--- src/rtl/logic_seq_player_pkg.sv ---
// Shared widths, state encoding and step-table payload for the logic sequence player.
package logic_seq_pkg;

    localparam int unsigned STEPS = 8;
    localparam int unsigned AW    = 3;
    localparam int unsigned DW    = 8;
    localparam int unsigned TW    = 24;

    localparam logic [DW-1:0] IDLE_LVL_DEF = 8'h00;

    typedef enum logic {
        IDLE = 1'b0,
        RUN  = 1'b1
    } state_e;

    // One step-table entry: hold duration and output level
    typedef struct packed {
        logic [TW-1:0] dur;
        logic [DW-1:0] level;
    } step_t;

endpackage

--- src/rtl/logic_seq_player_if.sv ---
// Config, start/stop control and pattern outputs of the logic sequence player.
interface logic_seq_player_if;
    import logic_seq_pkg::*;

    logic          cfgWe;
    logic [AW-1:0] cfgAddr;
    logic [DW-1:0] cfgLevel;
    logic [TW-1:0] cfgDur;
    logic [AW:0]   stepNo;
    logic          mainTrigger;
    logic          rptEn;
    logic          abort;
    logic [DW-1:0] logicOut;
    logic          active;
    logic [AW-1:0] stepIdx;
    logic          logicEnd;
    logic          trigDrop;

    // Controller / config side
    modport master (
        output cfgWe, cfgAddr, cfgLevel, cfgDur, stepNo, mainTrigger, rptEn, abort,
        input  logicOut, active, stepIdx, logicEnd, trigDrop
    );

    // Player side
    modport slave (
        input  cfgWe, cfgAddr, cfgLevel, cfgDur, stepNo, mainTrigger, rptEn, abort,
        output logicOut, active, stepIdx, logicEnd, trigDrop
    );

endinterface

--- src/rtl/logic_seq_player_step_ram.sv ---
// Step table: STEPS entries of level+duration, one write port, one async read port.
module seq_step_ram
    import logic_seq_pkg::*;
(
    input  logic          io_clk,
    input  logic          we,
    input  logic [AW-1:0] wAddr,
    input  step_t         wData,
    input  logic [AW-1:0] rAddr,
    output step_t         rData_c
);

    step_t mem [STEPS];

    logic wInRange_c;
    logic rInRange_c;

    assign wInRange_c = ({1'b0, wAddr} < (AW+1)'(STEPS));
    assign rInRange_c = ({1'b0, rAddr} < (AW+1)'(STEPS));

    // Table contents are configuration only and are deliberately not reset
    always_ff @(posedge io_clk) begin
        if (we && wInRange_c) begin
            mem[wAddr] <= wData;
        end
    end

    // Combinational read of the entry about to be entered
    assign rData_c = rInRange_c ? mem[rAddr] : '0;

endmodule

--- src/rtl/logic_seq_player.sv ---
// Plays a programmed sequence of output levels, each held for a programmed cycle count.
module logic_seq_player
    import logic_seq_pkg::*;
#(
    parameter logic [DW-1:0] IDLE_LVL = IDLE_LVL_DEF
) (
    input  logic                io_clk,
    input  logic                io_rstN,
    logic_seq_player_if.slave   bus
);

    localparam logic [0:0] ST_IDLE = IDLE;
    localparam logic [0:0] ST_RUN  = RUN;

    logic [0:0]    state,     stateNxt;
    logic [TW-1:0] holdCnt,   holdCntNxt;
    logic [TW-1:0] curDur,    curDurNxt;
    logic [AW:0]   nSteps,    nStepsNxt;
    logic [AW-1:0] stepIdxQ,  stepIdxNxt;
    logic [DW-1:0] logicOutQ, logicOutNxt;
    logic          activeQ,   activeNxt;
    logic          logicEndQ, logicEndNxt;
    logic          trigDropQ, trigDropNxt;

    logic          start_c;
    logic          stepDone_c;
    logic          lastStep_c;
    logic [AW-1:0] rdAddr_c;
    step_t         rdStep_c;
    logic [TW-1:0] entryDur_c;
    step_t         wrStep_c;

    assign wrStep_c = '{dur: bus.cfgDur, level: bus.cfgLevel};

    seq_step_ram u_stepRam (
        .io_clk  (io_clk),
        .we      (bus.cfgWe),
        .wAddr   (bus.cfgAddr),
        .wData   (wrStep_c),
        .rAddr   (rdAddr_c),
        .rData_c (rdStep_c)
    );

    // Read address always points at the step that would be entered next
    assign rdAddr_c   = (state == ST_RUN) ? stepIdxQ + AW'(1) : '0;
    assign start_c    = bus.mainTrigger | bus.rptEn;
    assign entryDur_c = (rdStep_c.dur == '0) ? TW'(1) : rdStep_c.dur;
    assign stepDone_c = (holdCnt == curDur);
    assign lastStep_c = ({1'b0, stepIdxQ} == (nSteps - (AW+1)'(1)));

    // Next-state and next-output logic
    always_comb begin
        stateNxt    = state;
        holdCntNxt  = holdCnt;
        curDurNxt   = curDur;
        nStepsNxt   = nSteps;
        stepIdxNxt  = stepIdxQ;
        logicOutNxt = logicOutQ;
        activeNxt   = activeQ;
        logicEndNxt = 1'b0;
        trigDropNxt = 1'b0;

        if (bus.abort) begin
            stateNxt    = ST_IDLE;
            holdCntNxt  = '0;
            curDurNxt   = '0;
            stepIdxNxt  = '0;
            logicOutNxt = IDLE_LVL;
            activeNxt   = 1'b0;
        end else begin
            case (state)
                ST_IDLE: begin
                    if (start_c) begin
                        if (bus.stepNo != '0) begin
                            stateNxt    = ST_RUN;
                            nStepsNxt   = bus.stepNo;
                            stepIdxNxt  = '0;
                            logicOutNxt = rdStep_c.level;
                            activeNxt   = 1'b1;
                            holdCntNxt  = TW'(1);
                            curDurNxt   = entryDur_c;
                        end else begin
                            // Empty sequence still reports completion
                            logicEndNxt = 1'b1;
                        end
                    end
                end
                ST_RUN: begin
                    trigDropNxt = start_c;
                    if (stepDone_c) begin
                        if (!lastStep_c) begin
                            stepIdxNxt  = stepIdxQ + AW'(1);
                            logicOutNxt = rdStep_c.level;
                            holdCntNxt  = TW'(1);
                            curDurNxt   = entryDur_c;
                        end else begin
                            stateNxt    = ST_IDLE;
                            stepIdxNxt  = '0;
                            logicOutNxt = IDLE_LVL;
                            activeNxt   = 1'b0;
                            holdCntNxt  = '0;
                            logicEndNxt = 1'b1;
                        end
                    end else begin
                        holdCntNxt = holdCnt + TW'(1);
                    end
                end
                default: begin
                    stateNxt = ST_IDLE;
                end
            endcase
        end
    end

    // State, counters and registered outputs
    always_ff @(posedge io_clk or negedge io_rstN) begin
        if (!io_rstN) begin
            state     <= ST_IDLE;
            holdCnt   <= '0;
            curDur    <= '0;
            nSteps    <= '0;
            stepIdxQ  <= '0;
            logicOutQ <= IDLE_LVL;
            activeQ   <= 1'b0;
            logicEndQ <= 1'b0;
            trigDropQ <= 1'b0;
        end else begin
            state     <= stateNxt;
            holdCnt   <= holdCntNxt;
            curDur    <= curDurNxt;
            nSteps    <= nStepsNxt;
            stepIdxQ  <= stepIdxNxt;
            logicOutQ <= logicOutNxt;
            activeQ   <= activeNxt;
            logicEndQ <= logicEndNxt;
            trigDropQ <= trigDropNxt;
        end
    end

    assign bus.logicOut = logicOutQ;
    assign bus.active   = activeQ;
    assign bus.stepIdx  = stepIdxQ;
    assign bus.logicEnd = logicEndQ;
    assign bus.trigDrop = trigDropQ;

endmodule
--- src/flat_wrapper.sv ---
// flat-port wrapper written by rule: the top's interface ports become plain ports
module logic_seq_player_flat import logic_seq_pkg::*;
#(
    parameter logic [DW-1:0] IDLE_LVL = IDLE_LVL_DEF
)
  (io_clk, io_rstN, bus_cfgWe, bus_cfgAddr, bus_cfgLevel, bus_cfgDur, bus_stepNo, bus_mainTrigger, bus_rptEn, bus_abort, bus_logicOut, bus_active, bus_stepIdx, bus_logicEnd, bus_trigDrop);
  logic_seq_player_if bus_i ();
  input  logic io_clk;
  input  logic io_rstN;
  input wire logic [$bits(bus_i.cfgWe)-1:0] bus_cfgWe;
  input wire logic [$bits(bus_i.cfgAddr)-1:0] bus_cfgAddr;
  input wire logic [$bits(bus_i.cfgLevel)-1:0] bus_cfgLevel;
  input wire logic [$bits(bus_i.cfgDur)-1:0] bus_cfgDur;
  input wire logic [$bits(bus_i.stepNo)-1:0] bus_stepNo;
  input wire logic [$bits(bus_i.mainTrigger)-1:0] bus_mainTrigger;
  input wire logic [$bits(bus_i.rptEn)-1:0] bus_rptEn;
  input wire logic [$bits(bus_i.abort)-1:0] bus_abort;
  output wire logic [$bits(bus_i.logicOut)-1:0] bus_logicOut;
  output wire logic [$bits(bus_i.active)-1:0] bus_active;
  output wire logic [$bits(bus_i.stepIdx)-1:0] bus_stepIdx;
  output wire logic [$bits(bus_i.logicEnd)-1:0] bus_logicEnd;
  output wire logic [$bits(bus_i.trigDrop)-1:0] bus_trigDrop;
  assign bus_i.cfgWe = bus_cfgWe;
  assign bus_i.cfgAddr = bus_cfgAddr;
  assign bus_i.cfgLevel = bus_cfgLevel;
  assign bus_i.cfgDur = bus_cfgDur;
  assign bus_i.stepNo = bus_stepNo;
  assign bus_i.mainTrigger = bus_mainTrigger;
  assign bus_i.rptEn = bus_rptEn;
  assign bus_i.abort = bus_abort;
  assign bus_logicOut = bus_i.logicOut;
  assign bus_active = bus_i.active;
  assign bus_stepIdx = bus_i.stepIdx;
  assign bus_logicEnd = bus_i.logicEnd;
  assign bus_trigDrop = bus_i.trigDrop;
  logic_seq_player #(.IDLE_LVL(IDLE_LVL)) u_core (.io_clk(io_clk), .io_rstN(io_rstN), .bus(bus_i));
endmodule
--- config.mk ---
export PLATFORM = sky130hd
export DESIGN_NAME = logic_seq_player_flat
export DESIGN_NICKNAME = d
export VERILOG_FILES = /design/src/rtl/logic_seq_player_pkg.sv /design/src/rtl/logic_seq_player_if.sv /design/src/rtl/logic_seq_player_step_ram.sv /design/src/rtl/logic_seq_player.sv /design/src/flat_wrapper.sv
export SDC_FILE = /design/constraint.sdc
export NUM_CORES = 1
export LEC_CHECK = 0
export ABC_AREA = 1
export CAP_MARGIN = 10
export CORE_UTILIZATION = 55
export CTS_CLUSTER_SIZE = 20
export DETAILED_ROUTE_END_ITERATION = 6
export PLACE_DENSITY = 0.78
export SLEW_MARGIN = 20
export SYNTH_ARGS = -nofsm -noshare
export SYNTH_HDL_FRONTEND = slang
export SYNTH_SLANG_ARGS = --single-unit
--- constraint.sdc ---
create_clock -name io_clk -period 2.7 [get_ports io_clk]
set_clock_uncertainty 0.05 [all_clocks]
set_input_delay 0.54 -clock io_clk [delete_from_list [all_inputs] [get_ports io_clk]]
set_output_delay 0.54 -clock io_clk [all_outputs]
set_load 0.02 [all_outputs]
# Word-level counts from Yosys, hierarchy flattened

Memory sizes are Yosys's and may differ from the RTL's.
Index checks and enable logic that the tools add are counted.

Memory bits (writable): 256
Memories kept: 1
Flip-flop bits (word level): 67
Word-level logic and storage cells: 78
Output and inout bits: 14

Memory list:

| name                 | words | bits a word | rd ports | clocked after Yosys merged registers in | wr ports | line                            | text |
|---|---|---|---|---|---|---|---|
| u_core.u_stepRam.mem | 8     | 32          | 1        | 0                                       | 1        | logic_seq_player_step_ram.sv:13 | `step_t mem [STEPS];` |

Bitwise gates (word level): 3
$add $sub $neg: 3
Reduce and logical (&&, ||, !) cells: 7
Eq/ne operators: 7
Mux-type cells: 48

Operators by type and width:

| cell                                                                     | count |
|---|---|
| 24-bit 2-to-1 mux                                                        | 10 |
| 24-bit case mux with 2 select lines                                      | 2 |
| 8-bit 2-to-1 mux                                                         | 5 |
| 24-bit by 1-bit adder with 24-bit output (second input constant)         | 1 |
| 24-bit == test                                                           | 1 |
| 24-bit zero test                                                         | 1 |
| 1-bit 2-to-1 mux                                                         | 20 |
| 3-bit 2-to-1 mux                                                         | 6 |
| 8-bit case mux with 2 select lines                                       | 1 |
| 4-bit AND reduction                                                      | 3 |
| 3-bit inequality test (second input constant)                            | 3 |
| 3-bit by 2-bit inequality test with 1-bit output (second input constant) | 2 |
| 1-bit case mux with 2 select lines                                       | 3 |
| 3-bit case mux with 2 select lines                                       | 1 |
| 3-bit by 4-bit == test with 1-bit output                                 | 1 |
| 4-bit nonzero test                                                       | 1 |
| 4-bit by 1-bit subtractor with 4-bit output (second input constant)      | 1 |
| 3-bit by 1-bit adder with 3-bit output (second input constant)           | 1 |
| 3-bit AND reduction                                                      | 1 |
| 1-bit NOT                                                                | 2 |
| 2-bit AND reduction                                                      | 1 |
| 1-bit bitwise OR                                                         | 1 |

# Longest topological paths before layout

Gate-level depths: netlist of run 1.
An unclocked memory read counts as a cell.

Word-level depth: 9
Gate-level depth with buffers: 17

# Hierarchy

A second synthesis of run 1 with hierarchy kept.

Cell total of the unflattened synthesis: 1739
Area total of the unflattened synthesis: 15394.8 um^2

By module, submodules not included:

| module           | cells each | sequential area each (um^2) | times used | area an instance (um^2) |
|---|---|---|---|---|
| seq_step_ram     | 1124       | 7687.4                      | 1          | 11232.0 |
| logic_seq_player | 615        | 1676.6                      | 1          | 4162.7 |

# Worst setup path before layout of run 1

OpenSTA, ideal clock, no wires.

Kind: input-to-reg
Start point: in bus_cfgAddr[0]
End point: mem u_core.u_stepRam.mem[0][0] (netlist bit), enable pin
Path slack: 0.193 ns
Path buffers: 0
Arrival: 2.035 ns
Required time: 2.229 ns
Cell stages on the path: 3
Path through: inv_1 -> nand2_1 -> nor2_1

RTL lines:

| item        | line                            | text |
|---|---|---|
| from (decl) | flat_wrapper.sv:11              | `input wire logic [$bits(bus_i.cfgAddr)-1:0] bus_cfgAddr;` |
| to (decl)   | logic_seq_player_step_ram.sv:13 |  |

Straight into the memory's write port.

# Worst setup path in the final report of run 1

Start point: reg u_core.state
End point: reg u_core.curDur[0]

Cells in the longest elaborated chain, start to end: 8

Ends and longest elaborated chain:

| item                                        | line                                           | text |
|---|---|---|
| from (decl)                                 | logic_seq_player.sv:15                         | `logic [0:0] state, stateNxt;` |
| from (signal assigned)                      | logic_seq_player.sv:128                        | `state <= stateNxt;` |
| 3-bit 2-to-1 mux                            | logic_seq_player.sv:45                         | `assign rdAddr_c = (state == ST_RUN) ? stepIdxQ + AW'(1) : '0;` |
| memory read 8 x 32 bit                      | -                                              |  |
| 24-bit zero test                            | logic_seq_player.sv:47                         | `assign entryDur_c = (rdStep_c.dur == '0) ? TW'(1) : rdStep_c.dur;` |
| 24-bit 2-to-1 mux                           | logic_seq_player.sv:47                         |  |
| 24-bit 2-to-1 mux, on equally long branches | logic_seq_player.sv:91, logic_seq_player.sv:74 |  |
| 24-bit 2-to-1 mux, on equally long branches | logic_seq_player.sv:90, logic_seq_player.sv:73 |  |
| 24-bit case mux with 2 select lines         | logic_seq_player.sv:71                         | `case (state)` |
| 24-bit 2-to-1 mux                           | logic_seq_player.sv:63                         | `if (bus.abort) begin` |
| to (signal assigned)                        | logic_seq_player.sv:130                        | `curDur <= curDurNxt;` |
| to (decl)                                   | logic_seq_player.sv:17                         | `logic [TW-1:0] curDur, curDurNxt;` |

Several ways; a longest one is shown, not always the timed one. The select of a mux whose other input is x is not followed.
A chain may end at the register's enable or synchronous reset.

==> run_results.csv, run 1 <==
group,metric,value,unit
clock_tree,cts_resized,0,
sta,finalSetupViolCount,0,
sta,setup_tns,0,ps
clock_tree,h-tree-depth,2,
clock_tree,cts_tree,"yes",
hold_path,hold_class,"reg2reg",
hold_path,hold_depth,2,
synth,yosys.area_share.simple,0.219,
critical_path,setup.worst_path.class,"reg2reg",
synth,synth_compound_area_frac,0.0282,
clock_tree,numCtsBuffers,34,
die,num_rows,58,
clock_tree,cts_setup_buffers,0,
global_route,gr-usage-all-layers,0.246,
critical_path,cpPeakStageDelay,490,ps
place,io_buffers,58,
final_layout,antenna_cells,0,
sta,clock.fmax,0.436,GHz
sta,slew_headroom,0.647,
place,dpl_cell_area,15300,um2
die,die_x,162,um
synth,synth-seq-cells,323,
synth,yosysMostFrequentCell,"nand2_1",
place,hpwl,18.4,mm
synth,synth_cells,1394,
detailed_routing,via_per_inst,5.42,
synth,yosys.area.top_type,"edfxtp_1",
critical_path,crit_path_frequent_cell,"nand2_1",
critical_path,cp_data_arrival_time,2660,ps
power_and_ir_drop,clkPwrFrac,0.371,
die,fp.dieH,162,um
synth,synthTopCellsByArea,"edfxtp_1 (54%), nand2_1 (12%), dfrtp_1 (12%)",
detailed_routing,wl,31.0,mm
die,io_pins,59,
final_layout,finalInstanceArea,16400,um2
critical_path,critPathSlowestCell,"dfrtp_1",
synth,synthMuxAreaShare,0,
die,dieArea,26300,um2
power_and_ir_drop,seq_power_share,0.478,
power_and_ir_drop,internal_power,8.94,mW
synth,syn-cell-area,14100,um2
global_route,antenna_found_initial,1,
synth,synth_commonest_cells,"nand2_1 (467), edfxtp_1 (256), nand3_1 (166)",
place,gp_congestion,0.931,
critical_path,cp-start-kind,"flop",
sta,hold_violations,0,
detailed_routing,num_vias,9868,
clock_tree,cts.sinks,323,
clock_tree,cts_buffer_depth,3,
die,core-area,25200,um2
final_layout,syn_to_final_growth,16.3,%
power_and_ir_drop,powerDensity,738,nW/um2
global_route,grt_max_degree,79,
synth,synthesis.yosys.warnings,0,
clock_tree,hold_buffers,1,
final_layout,nNetsFinal,1514,
job,cap_violations,0,
synth,synth_cell_type_count,38,
critical_path,crit_path_end_kind,"flop",
sta,tightest_slew,529,ps
global_route,grt.overflow.total,0,
sta,min_period_over_period,0.849,
sta,grt_setup_unrepaired,"no",
synth,synth_edf_count,256,
run_status,status,"finished clean",
power_and_ir_drop,max-vdd-ir-drop,0.000540,V
synth,ys.flop_type,"edfxtp_1",
synth,synth_top_family_by_area,"simple AND/OR/NAND/NOR gates",
critical_path,critical_path_required,3070,ps
clock_tree,clk_pin_slew,60,ps
clock_tree,insertion_delay,520,ps
synth,syn_nets,1442,
die,start_util,0.561,
power_and_ir_drop,switchingPower,3.17,mW
sta,fin_crit,2290,ps
synth,synth_xor_area_frac,0.0205,
critical_path,r2r_cells,15,
final_layout,drive_above_1_share,0.0685,
detailed_routing,wl_per_cell,17.0,um
final_layout,postLayoutCoreUtil,0.652,
synth,async_flop_share,0.207,
sta,maxSlewViolCount,0,
power_and_ir_drop,swShare,0.261,
detailed_routing,antenna_left,0,
clock_tree,cts_root_buffer,"clkbuf_16",
power_and_ir_drop,combPwrFrac,0.151,
critical_path,path_cells,"buf_4 -> nand2_2 -> clkinv_1 -> buf_12 -> o21ai_0 -> o21ai_0 -> nand2_1 -> nand2_1 -> nor2_1 -> nand2_1 -> nor2_1 -> nand2_1 -> nand2_1 -> nand2_1 -> nand2_1",
detailed_routing,drc,0,
detailed_routing,drt_first_pass_iters,5,
detailed_routing,drt-initial-drc-count,798,
global_route,grt_pass1_wl,49.7,mm
synth,syn_avg_cell_area,10.1,um2
synth,synth.top_cell.area_share,0.545,
critical_path,worstPathMaxFanout,60,
global_route,grt_pass1_vias,9692,
synth,synthAdderAreaFrac,0.00266,
power_and_ir_drop,p_leak,6.81,nW
synth,seq_area_frac_synth,0.663,
[worst paths after layout]
check | from | end | slack (ps)
worst max-delay path | u_core.state | u_core.curDur[0] | 410
worst min-delay path | u_core.bus.logicOut[0] | u_core.bus.logicOut[0] | 450
worst max register to register | u_core.state | u_core.curDur[0] | 410
worst min register to register | u_core.bus.logicOut[0] | u_core.bus.logicOut[0] | 450
max in group asynchronous | io_rstN | u_core.holdCnt[14] | 1500
min in group asynchronous | io_rstN | u_core.curDur[13] | 490
[registers in the layout (all words and copies together), names as in the netlist]
name,cells
u_core.u_stepRam.mem,256
u_core.curDur,24
u_core.holdCnt,24
u_core.bus.logicOut,8
u_core.nSteps,4
u_core.bus.stepIdx,3
u_core.bus.active,1
u_core.bus.logicEnd,1
u_core.bus.trigDrop,1
u_core.state,1
[logic make-up after synthesis]
kind of cell / count (synthesis)
simple gates: 739
flops: 323
buf+inv: 225
compound gates: 71
xor+xnor: 33
fa+ha+maj: 3
[metal layers]
metal,track usage,wire [um],part of all wire
met1,0.335,12900,0.41
met2,0.401,14900,0.48
met4,0.0879,727,0.023
met3,0.0393,2510,0.081
met5,0,12,0.00039
[power groups by stage]
stage	sequential [mW]	combinational [mW]	clock, mW
floorplan	5.89	1.15	0
global placement	5.88	1.75	0
detailed placement	5.88	1.81	0
CTS	5.78	1.83	4.55
global route	5.81	2.05	4.77
finish	5.79	1.82	4.49
[cell usage in the layout, fill, tap and decap left out, drive strengths merged]
master         count
xnor2             23
and3               1
nand3b             1
nor3b              2
dlygate4sd3        1
o21ai             38
nand4              8
buf               35
a22oi              1
clkbuf            40
nor3              14
a32oi              1
o22ai              3
clkdlybuf4s50     57
dfrtp             67
a21oi             14
clkinvlp           2
nor4               3
nor2              72
edfxtp           256
o211ai             9
ha                 3
bufinv             3
a211oi             1
clkinv            14
xor2              10
a31oi              2
nand3            168
inv              169
o31ai              2
nand2            470
[final cells by class]
cell class                 count  area, um2
multi-input combinational    846       3890
tap                          330        413
clock inverter                20        194
fill                        1821       8770
sequential                   323       9360
inverter                     168        631
clock buffer                  40        883
timing repair buffer          93       1040
[critical path, delay by kind of cell (launching register included)]
family,cells,cell delay [ps]
simple gates,10,650
flops,1,490
compound gates,2,340
buf+inv,3,610
[per-stage QoR]
step / std cells / hold slack [ps] / setup slack [ps] / power [mW]
detailed placement: 1759 / 423 / 121 / 7.69
floorplan: 1394 / 194 / 193 / 7.04
CTS: 1820 / 448 / 402 / 12.2
global placement: 1759 / 432 / 238 / 7.62
global route: 1820 / 469 / 138 / 12.6
finish: 1820 / 447 / 407 / 12.1
No activity file was read; power rests on OpenSTA's default activity.
==> run 2: changes to the inputs <==
--- a/config.mk
+++ b/config.mk
@@ -10,7 +10,7 @@
 export CORE_UTILIZATION = 55
 export CTS_CLUSTER_SIZE = 20
 export DETAILED_ROUTE_END_ITERATION = 6
-export PLACE_DENSITY = 0.78
+export PLACE_DENSITY = 0.81
 export SLEW_MARGIN = 20
 export SYNTH_ARGS = -nofsm -noshare
 export SYNTH_HDL_FRONTEND = slang
==> constraint.sdc (replaced) <==
create_clock -name io_clk -period 2 [get_ports io_clk]
set_clock_uncertainty 0.05 [all_clocks]
set_input_delay 0.4 -clock io_clk [delete_from_list [all_inputs] [get_ports io_clk]]
set_output_delay 0.4 -clock io_clk [all_outputs]
set_load 0.02 [all_outputs]
==> run 2 against run 1 <==
The flow now finishes with violations (negative setup slack). Utilization up 7.9 points. Die area did not move. Clock power rose by 42%. Setup slack lost 930 ps. Critical path type unchanged.
==> run_results.csv, run 2 (synthesis results as in run 1) <==
group,metric,value,unit
run_status,status,"complete, but fails checks",
global_route,grt_pass1_vias,10712,
critical_path,setup.worst_path.class,"reg2reg",
final_layout,n_fill_cell,1447,
clock_tree,insertion_delay,530,ps
sta,tightest_slew,481,ps
place,dp_slack,-270,ps
die,die_x,162,um
job,cap_violations,0,
critical_path,cp_data_arrival_time,2920,ps
die,core-area,25200,um2
place,hpwl,20.8,mm
sta,finalSetupViolCount,25,
final_layout,drive_above_1_share,0.210,
final_layout,regMostFlops,"u_core.u_stepRam.mem",
detailed_routing,via_per_inst,5.95,
final_layout,syn_to_final_growth,30.4,%
global_route,gr-usage-all-layers,0.275,
final_layout,largest_reg_flops,256,
detailed_routing,num_vias,11598,
detailed_routing,drt_first_pass_iters,6,
sta,fin_crit,2520,ps
critical_path,critical_path_required,2390,ps
die,num_rows,58,
critical_path,cp-start-kind,"flop",
critical_path,crit_path_end_kind,"flop",
sta,setup_tns,-1940,ps
detailed_routing,antenna_left,0,
power_and_ir_drop,p_leak,7.81,nW
final_layout,mostFrequentLayoutCells,"nand2_1 (433), edfxtp_1 (256), inv_1 (160), nand3_1 (130), buf_4 (99)",
die,io_pins,59,
run_status,violations,"negative setup slack",
global_route,antenna_found_initial,0,
sta,setup_ws,-524,ps
sta,hold_violations,0,
clock_tree,cts_buffer_depth,3,
detailed_routing,wl_per_cell,22.0,um
die,dieArea,26300,um2
power_and_ir_drop,max-vdd-ir-drop,0.000933,V
final_layout,nNetsFinal,1642,
power_and_ir_drop,powerDensity,983,nW/um2
clock_tree,cts_tree,"yes",
detailed_routing,wl,42.8,mm
global_route,grt_max_degree,49,
clock_tree,cts.sinks,323,
sta,grt_setup_unrepaired,"yes",
clock_tree,h-tree-depth,2,
die,fp.dieH,162,um
sta,min_period_over_period,1.26,
detailed_routing,drt-initial-drc-count,1588,
detailed_routing,drc,0,
final_layout,layout_commonest_cell,"nand2_1",
die,start_util,0.561,
clock_tree,clk_pin_slew,70,ps
critical_path,worstPathMaxFanout,8,
global_route,grt.overflow.total,0,
sta,maxSlewViolCount,0,
final_layout,largestRegisters,"u_core.u_stepRam.mem x256, u_core.curDur x24, u_core.holdCnt x24",
sta,slew_headroom,0.679,
sta,clock.fmax,0.396,GHz
place,io_buffers,58,
global_route,grt_pass1_wl,55.6,mm
place,gp_congestion,0.935,
hold_path,hold_class,"in2async",
clock_tree,cts_root_buffer,"clkbuf_16",
clock_tree,numCtsBuffers,35,
run 2: critical path, stage by stage (launching register included):
cell     delay [ps]
dfrtp_2         430
buf_6           140
nor2_4          210
buf_12          150
buf_12          140
buf_16          140
nand2_1          70
nand3_1         100
nand3_1         140
nand2_1         100
nand2_1          90
nor2_1          150
nand2_1          80
nor2_1          110
nand2_1          90
nand2_1         100
nand2_1          80
nand2_1         100
run 2: final timing paths:
kind | from | end | slack [ps] | cells after the start
worst max-delay path | u_core.bus.stepIdx[0] | u_core.curDur[0] | -520 | 17
worst min register to register | u_core.bus.logicOut[4] | u_core.bus.logicOut[4] | 450 | 2
max in group asynchronous | io_rstN | u_core.holdCnt[20] | 910 | 3
worst max register to register | u_core.bus.stepIdx[0] | u_core.curDur[0] | -520 | 17
worst min-delay path | io_rstN | u_core.bus.logicOut[5] | 360 | 2
min in group io_clk | u_core.bus.logicOut[4] | u_core.bus.logicOut[4] | 450 | 2
run 2: report_power, final:
part	internal, mW	switching, mW
logic	1.61	2.24
clock network	3.61	2.75
registers	7.62	0.261
run 2: per-layer routing:
layer	GRT usage	routed length [um]	vias to the layer above
met3	0.0452	4810	270
met5	0	0	-
met2	0.472	20500	927
met4	0.103	2850	0
li1	-	-	4989
met1	0.351	14700	5412
run 2: final cells by class:
cell class              count  area [um2]  share of cell area
multi-input cells         849        4450               0.242
repair buffers            217        2440               0.133
well taps                 330         413              0.0224
diodes                      1        2.50            0.000136
clock inverters            20         196              0.0107
clock buffers              40         895              0.0486
flip-flops and latches    323        9370               0.509
inverters                 168         643              0.0349
run 2: metrics by stage:
stage          hold slack, ps  cells  utilization  power, mW  area, um2
5_1_grt                   413   1947        0.731       18.6      18400
3_3_place_gp              335   1857        0.641       10.6      16200
4_1_cts                   400   1925        0.697       17.2      17600
2_1_floorplan            54.4   1394            -       9.51      14100
6_report                  357   1948        0.731       18.1      18400
3_5_place_dp              340   1857        0.641       10.7      16200
run 2: repair_timing:
action                                 4_1_cts  5_1_grt
setup endpoints to repair                   36       41
hold buffers                                 1        0
cloned                                       4       12
gates resized for setup                     58      121
pin swaps                                   11       45
buffers inserted                             3       11
endpoints found under the hold margin       19        0
==> run 3: changes to the inputs <==
--- a/config.mk
+++ b/config.mk
@@ -10,6 +10,8 @@
 export CORE_UTILIZATION = 55
 export CTS_CLUSTER_SIZE = 20
 export DETAILED_ROUTE_END_ITERATION = 6
+export HOLD_SLACK_MARGIN = 0.03
+export MAX_ROUTING_LAYER = met4
 export PLACE_DENSITY = 0.81
 export SLEW_MARGIN = 20
 export SYNTH_ARGS = -nofsm -noshare
==> run 3 against run 2 <==
The run still ends with negative setup slack left. Clock power decreased by 3.1%. Global-route usage grew 1.3 points. Routed wire length grew 2.0%. Setup slack improved by 200 ps. Cell count up 0.82%. Design area rose by 0.44%. Fmax grew 8.4%. Critical endpoint unchanged.
==> run_results.csv, run 3 (synthesis results as in run 1) <==
group,metric,value,unit
run_status,status,"complete, but fails checks",
run_status,violations,"negative setup slack",
power_and_ir_drop,p_leak,7.87,nW
final_layout,largest_reg_flops,256,
power_and_ir_drop,seq_power_share,0.438,
critical_path,cp-start-kind,"flop",
power_and_ir_drop,combPwrFrac,0.220,
sta,finalSetupViolCount,35,
final_layout,layout.cells.non_filler,1964,
power_and_ir_drop,max-vdd-ir-drop,0.000805,V
sta,setup_ws,-327,ps
final_layout,mostFrequentLayoutCells,"nand2_1 (424), edfxtp_1 (256), inv_1 (160), nand3_1 (140), buf_4 (117)",
global_route,gr-usage-all-layers,0.288,
die,fp.dieH,162,um
critical_path,crit_path_end_kind,"flop",
sta,slew_headroom,0.659,
sta,min_period_over_period,1.16,
power_and_ir_drop,finalPower,18.0,mW
detailed_routing,wl_per_cell,22.2,um
global_route,use_met1,0.351,
global_route,grt_max_degree,38,
sta,maxSlewViolCount,0,
detailed_routing,num_vias,11660,
place,io_buffers,58,
final_layout,layout_commonest_cell,"nand2_1",
global_route,grt_pass1_vias,10783,
die,io_pins,59,
final_layout,drive_above_1_share,0.214,
power_and_ir_drop,internal_power,12.8,mW
job,cap_violations,0,
die,start_util,0.561,
die,dieArea,26300,um2
detailed_routing,via_per_inst,5.94,
global_route,met2_usage,0.474,
detailed_routing,drt_first_pass_iters,6,
die,die_x,162,um
clock_tree,cts_tree,"yes",
power_and_ir_drop,clkPwrFrac,0.342,
clock_tree,clk_pin_slew,70,ps
power_and_ir_drop,swShare,0.291,
power_and_ir_drop,powerDensity,974,nW/um2
detailed_routing,antenna_left,0,
sta,clock.fmax,0.430,GHz
clock_tree,numCtsBuffers,35,
global_route,grtUsageMet3,0.0495,
global_route,grt_pass1_wl,56.1,mm
critical_path,r2r_cells,16,
critical_path,cpPeakStageDelay,430,ps
clock_tree,cts_buffer_depth,3,
final_layout,nNetsFinal,1661,
clock_tree,cts_root_buffer,"clkbuf_16",
critical_path,r2r-start,"u_core.bus.stepIdx[0]",
detailed_routing,drt-initial-drc-count,1595,
sta,grt_setup_unrepaired,"yes",
die,core-area,25200,um2
hold_path,hold_class,"in2async",
critical_path,timing.reg2reg.setup_slack,-330,ps
sta,hold_violations,0,
critical_path,endpoint,"u_core.curDur[0]",
final_layout,syn_to_final_growth,31.0,%
critical_path,critPathSlowestCell,"dfrtp_2",
critical_path,cp-startpoint,"u_core.bus.stepIdx[0]",
critical_path,crit_path_frequent_cell,"nand2_1",
final_layout,regMostFlops,"u_core.u_stepRam.mem",
critical_path,path_cells,"buf_6 -> nor2_4 -> buf_6 -> clkbuf_16 -> nand2_1 -> nand3_1 -> nand3_2 -> nand2_1 -> nand2_1 -> nor2_1 -> nand2_1 -> nor2_1 -> nand2_1 -> nand2_1 -> nand2_1 -> nand2_1",
clock_tree,h-tree-depth,2,
critical_path,setup.worst_path.class,"reg2reg",
global_route,antenna_found_initial,1,
power_and_ir_drop,switchingPower,5.24,mW
critical_path,worstPathMaxFanout,8,
place,dpl_cell_area,16200,um2
clock_tree,cts.sinks,323,
global_route,grt.overflow.total,0,
clock_tree,insertion_delay,560,ps
critical_path,critical_path_required,2420,ps
final_layout,postLayoutCoreUtil,0.734,
place,placed_cells,1865,
sta,holdWs,339,ps
critical_path,cp_data_arrival_time,2750,ps
sta,fin_crit,2330,ps
global_route,top_usage_layer,"met2",
detailed_routing,drc,0,
final_layout,finalInstanceArea,18500,um2
die,num_rows,58,
place,hpwl,21.3,mm
detailed_routing,wl,43.7,mm
sta,tightest_slew,511,ps
critical_path,r2r-end,"u_core.curDur[0]",
place,gp_congestion,0.919,
final_layout,largestRegisters,"u_core.u_stepRam.mem x256, u_core.curDur x24, u_core.holdCnt x24",
[run 3: cell count changes in the layout (fill, tap and decap cells not counted), moves of 3 or more]
cell       previous run  this run
nand2_2              29        34
nand2_1             433       424
nand3_1             130       140
clkbuf_16            43        47
nand3_2              33        26
xnor2_1              19        22
xnor2_2               4         1
clkinv_1              7         4
nand3_4               5         2
buf_4                99       117
[run 3: layout make-up]
cell class / count / area, um2
Tap cell: 330 / 413
Fill cell: 1444 / 6690
Timing Repair Buffer: 236 / 2630
Multi-Input combinational cell: 849 / 4370
Clock inverter: 15 / 150
Sequential cell: 323 / 9370
Antenna cell: 2 / 5.00
Inverter: 168 / 651
Clock buffer: 41 / 898
[run 3: repair_timing]
action,4_1_cts,5_1_grt
hold endpoints to repair,16,0
setup buffers,7,13
gates resized for setup,50,117
pin swaps,13,32
hold buffers,1,0
gates cloned,6,16
setup endpoints to repair,35,39
[run 3: critical path: cells and delay by family, from the launching register on]
| family | cells | cell delay, ps |
|---|---|---|
| flops | 1 | 430 |
| simple gates | 13 | 1310 |
| buf+inv | 3 | 450 |
[run 3: worst min-delay path by stage]
stage	to	depth (start not counted)
floorplan	u_core.bus.active	0
global placement	u_core.state	1
detailed placement	u_core.nSteps[3]	1
CTS	u_core.bus.stepIdx[2]	2
global route	u_core.bus.stepIdx[2]	2
finish	u_core.bus.stepIdx[2]	2
[run 3: through the flow]
step	setup WS [ps]	setup TNS [ps]
2_1_floorplan	-366	-58460
3_3_place_gp	-194	-5260
3_5_place_dp	-267	-7920
4_1_cts	-134	-298
5_1_grt	-364	-7700
6_report	-327	-3000
[run 3: power groups by stage]
stage                     logic [mW]  clock network (mW)  registers [mW]
after floorplan                 1.56                   0            7.95
after global placement          2.72                   0            7.93
after detailed placement        2.82                   0            7.94
after CTS                       3.18                6.04            7.82
after global routing            4.16                6.41            7.90
final                           3.96                6.16            7.89
[run 3: layer usage]
| metal | vias up | wire length (um) |
|---|---|---|
| met5 | - | 0 |
| met1 | 5488 | 14900 |
| li1 | 5025 | - |
| met3 | 256 | 5120 |
| met4 | 0 | 2590 |
| met2 | 891 | 21000 |
